`src/rtl/lfsr_pkg.sv`:
```
// Shared LFSR definitions: checker state encoding, default parameters and
// the polynomial mask table used by both the generator and the checker.
package lfsr_pkg;

  typedef enum logic [1:0] {
    ST_UNSUP  = 2'd0,
    ST_SEED   = 2'd1,
    ST_VERIFY = 2'd2,
    ST_LOCKED = 2'd3
  } lfsr_state_e;

  localparam int LOCK_MATCHES_DEF = 8;
  localparam int LOSS_MISSES_DEF  = 4;
  localparam int CNT_W_DEF        = 16;

  // Returns {valid, mask[7:0]}; unsupported combinations give valid = 0.
  function automatic logic [8:0] lfsr_mask(input logic [2:0] length, input logic n_taps);
    logic [8:0] r;
    r = 9'h000;
    if (!n_taps) begin
      case (length)
        3'd2:    r = {1'b1, 8'h03};
        3'd3:    r = {1'b1, 8'h06};
        3'd4:    r = {1'b1, 8'h0C};
        3'd5:    r = {1'b1, 8'h14};
        3'd6:    r = {1'b1, 8'h30};
        3'd7:    r = {1'b1, 8'h60};
        default: r = 9'h000;
      endcase
    end else begin
      case (length)
        3'd5:    r = {1'b1, 8'h1E};
        3'd6:    r = {1'b1, 8'h36};
        3'd7:    r = {1'b1, 8'h78};
        default: r = 9'h000;
      endcase
    end
    return r;
  endfunction

endpackage

```
`src/rtl/lfsr_sequence_checker_mask.sv`:
```
// Combinational polynomial mask lookup for the current configuration.
module lfsr_mask_lookup
  import lfsr_pkg::*;
(
  input  logic [2:0] length,
  input  logic       n_taps,
  output logic       valid,
  output logic [7:0] mask
);

  // Decode the configuration into a tap mask and a validity flag
  always_comb begin
    {valid, mask} = lfsr_mask(length, n_taps);
  end

endmodule

```
`config.mk`:
```
export PLATFORM = sky130hd
export DESIGN_NAME = lfsr_mask_lookup
export DESIGN_NICKNAME = d
export VERILOG_FILES = /design/src/rtl/lfsr_pkg.sv /design/src/rtl/lfsr_sequence_checker_mask.sv
export SDC_FILE = /design/constraint.sdc
export NUM_CORES = 1
export LEC_CHECK = 0
export ABC_CLOCK_PERIOD_IN_PS = 1500
export CORE_AREA = 2 2 39 41
export DETAILED_ROUTE_END_ITERATION = 7
export DIE_AREA = 0 0 41 43
export GPL_TIMING_DRIVEN = 0
export SLEW_MARGIN = 20
export SYNTH_ARGS = -nofsm -noshare
export SYNTH_HDL_FRONTEND = slang
export SYNTH_SLANG_ARGS = --single-unit
```
`constraint.sdc`:
```
create_clock -name vclk -period 1.5
set_clock_uncertainty 0.1 [all_clocks]
set_input_delay 0.3 -clock vclk [all_inputs]
set_output_delay 0.3 -clock vclk [all_outputs]
set_load 0.01 [all_outputs]
```
## Word level (Yosys, flattened, before mapping)

Index checks and enable logic that the tools add are counted.

| word-level totals | value |
|---|---|
| bits in registers | 0 |
| bits of input ports | 4 |
| logic and storage cells | 9 |

| cells by class | value |
|---|---|
| equality and inequality tests | 6 |
| mux-type cells | 3 |

Operator list:

| cell | count |
|---|---|
| $pmux W9 S6 | 1 |
| $pmux W9 S3 | 1 |
| $eq A3 B3 Y1 const B | 4 |
| $mux W9 | 1 |
| $eq A3 B2 Y1 const B | 2 |

## Depth between registers and ports, before layout

| logic depth | value |
|---|---|
| depth after elaboration | 3 |
| gate-level depth with buffers | 4 |
| gate-level depth less buffers | 3 |

## Least setup slack after synthesis

No wires, ideal clock.

| path | value |
|---|---|
| path type | input-to-output |
| start point | input port length[2] |
| end point | output port mask[0] |
| arrival | 0.857 ns |
| required time | 1.100 ns |
| setup slack | 0.243 ns |
| stages on the path | 3 |
| path buffers | 1 |
| cell sequence | buf_2 -> nand2b_1 -> nor3_1 |

| between the ends | value |
|---|---|
| cells in the longest elaborated chain, start to end | 3 |

RTL lines:

| what | line | text |
|---|---|---|
| start: declaration | lfsr_sequence_checker_mask.sv:5 | `input logic [2:0] length,` |
| $eq A3 B3 Y1 / $eq A3 B2 Y1 (equally long branches) | lfsr_pkg.sv:21 | `case (length)` |
| $pmux W9 S6 (*) | lfsr_pkg.sv:21 |  |
| $mux W9 (*) | lfsr_pkg.sv:20 | `if (!n_taps) begin` |
| end: declaration | lfsr_sequence_checker_mask.sv:8 | `output logic [7:0] mask` |

Mark *: on every way between the ends. The rest lies on a longest branch, timed or not.

## Worst setup path in the final report

| path | value |
|---|---|
| start point | input port length[2] |
| end point | output port mask[6] |

| between the ends | value |
|---|---|
| cells in the longest elaborated chain, start to end | 3 |

RTL lines:

| what | line |
|---|---|
| $eq A3 B3 Y1 (tied with other cells) | lfsr_pkg.sv:21, lfsr_pkg.sv:31 |
| $pmux W9 S6 / $pmux W9 S3 (equally long branches) | lfsr_pkg.sv:21, lfsr_pkg.sv:31 |
| $mux W9 (*) | lfsr_pkg.sv:20 |

Marked as above.

==> metrics <==
1st-iter DRT viols 0; placed cell count 53; RSZ-0062 raised after global routing no; Seq cells 0; largest net degree at the start of global routing 11; critical path's top delay family buffers and inverters; met3 usage 0; Final ANT Viol Nets 0; setup repair bufs after CTS 0; Vias 222; Initial Util 0.121; P_leak 0.142 nW; endpoints failing setup 0; M1 GR Usage 0.0665; Slowest-stage cell, CP dlygate4sd2_1; CP Max Fanout 5; Die H 43 um; die area 1760 um^2; DR WL/cell 8.58 um; FILL cells 174; GPL Wtd Cong 0.587; HPWL Detailed 322 um; # rows 14; max_cap viols 0; Util after Layout 0.200; total gr overflow 0; Synth area leader buf_4; syn nets 31; Setup crit start length[2]; Synth Cell Area 168 um^2; Worst Path Buf+Inv 3; Max Freq 687 MHz; Hold Crit Start length[0]; hold depth 3; status complete, no violations; Critical Path Sink Type output port; share of the synthesized area in the top cell type 0.134; Die Wd 41 um; # clk buffers 0; VDD IR max 0.0421 mV; Remaining DRCs 0; crit path launch type input port; io pins 13; sequential share of the synthesized area 0; first-pass GRT wire length 696 um; Crit Path Category in2out; Final Max Slew Viols 0; critical path arrival 1.06 ns; input/output buffers 10; Worst path depth 4; WHS Endpoint mask[0]; area grow syn2layout 64.9%; Layout Nets 45; post-synthesis cell type count 20; Hold Vio Cnt, Final 0; Routed Wire Length 472 um; period utilization 0.970; leading post-synthesis cells by cell area buf_4 (13%), a21oi_1 (9.0%), and4bb_1 (7.5%); area occupied by multi-input gates 130 um^2; Core Region 1380 um^2; crit path cell chain clkdlybuf4s15_2, buf_6, and3_1, dlygate4sd2_1; share of layout cells above drive strength 1 0.410; Avg Vias per Cell 4.04; Warnings, synthesis 0; WP data required 1.10 ns; top post-synthesis cells by count a21oi_1 (3), buf_4 (3), nand3_1 (2), nor2_1 (2), nor3_1 (2); drt first pass iters 1; Reg area 0 um^2; met2 usage 0.100; Avg Inst Size Synth 6.21 um^2; busiest grt layer met2; Final min period 1.46 ns; Final Instance Count excl. Fillers 55; Gate Count Post-Synth 27; Antenna diodes 0; HP Class in2out; Cell Pwr Density 273 nW/um^2; Tot GR Track Use 0.0529; initial antenna violation count 0; max incr delay on CP 0.27 ns; number of global-route vias before repair 158
power by group:
| group | internal [mW] | switching (mW) | total, mW | leakage, nW |
|---|---|---|---|---|
| logic | 0.0375 | 0.0379 | 0.0754 | 0.142 |
| clock network | 0 | 0 | 0 | 0 |
| registers | 0 | 0 | 0 | 0 |
per-stage QoR:
step                area [um^2]  worst slack [ns]  hold slack (ns)  power, mW  TNS (ns)
floorplan                   168             0.243            0.634     0.0465         0
global route                277           0.00558            0.809     0.0834         0
finish                      277            0.0445            0.794     0.0754         0
CTS                         278           0.00157            0.786     0.0762         0
detailed placement          288            -0.727             1.13     0.0837     -5.12
global placement            288            -0.728             1.13     0.0829     -5.11
kinds of logic (layout without fill, tap and decap cells):
logic type | count (synthesis) | count (layout) | share of synthesized area
xor+xnor | 1 | 1 | 0.0522
compound gates | 6 | 6 | 0.187
buf+inv | 6 | 18 | 0.254
simple gates | 13 | 13 | 0.485
other cells | 1 | 1 | 0.0224
how the worst max path moves through the flow:
| stage | endpoint | slack, ns |
|---|---|---|
| 6_report | mask[6] | 0.04 |
| 5_1_grt | mask[0] | 0.006 |
| 4_1_cts | mask[0] | 0.002 |
| 3_5_place_dp | mask[1] | -0.73 |
| 3_3_place_gp | mask[1] | -0.73 |
| 2_1_floorplan | mask[0] | 0.24 |
worst min-delay path, cell delays in order:
cell,delay [ns]
buf_6,0.11
nor3_1,0.05
buf_2,0.13
area by class of cell:
cell class	count	area share
tap	16	0.0724
multi-input combinational	21	0.471
timing repair buffer	12	0.267
inverter	1	0.0136
buffer	5	0.176
repair_timing:
| action | 4_1_cts | 5_1_grt |
|---|---|---|
| setup endpoints to repair | 8 | 6 |
| cloned | 2 | 0 |
| resized for setup | 35 | 2 |
| hold buffers | 0 | 0 |
| pin swaps | 2 | 1 |
routing by layer:
metal	part of all wire	wire length, um
met1	0.45	213
met2	0.48	226
met3	0.068	32
met4	0	0
met5	0	0
cells in the final DEF, fill, tap and decap left out, drive strengths merged, types with 2 or more instances in the layout:
cell type	netlist	layout
buf	5	14
nor2	2	2
dlygate4sd2	0	2
a21oi	3	3
o21ai	2	2
nand3	2	2
nor3	2	2
(Power assumes the default switching activity.)
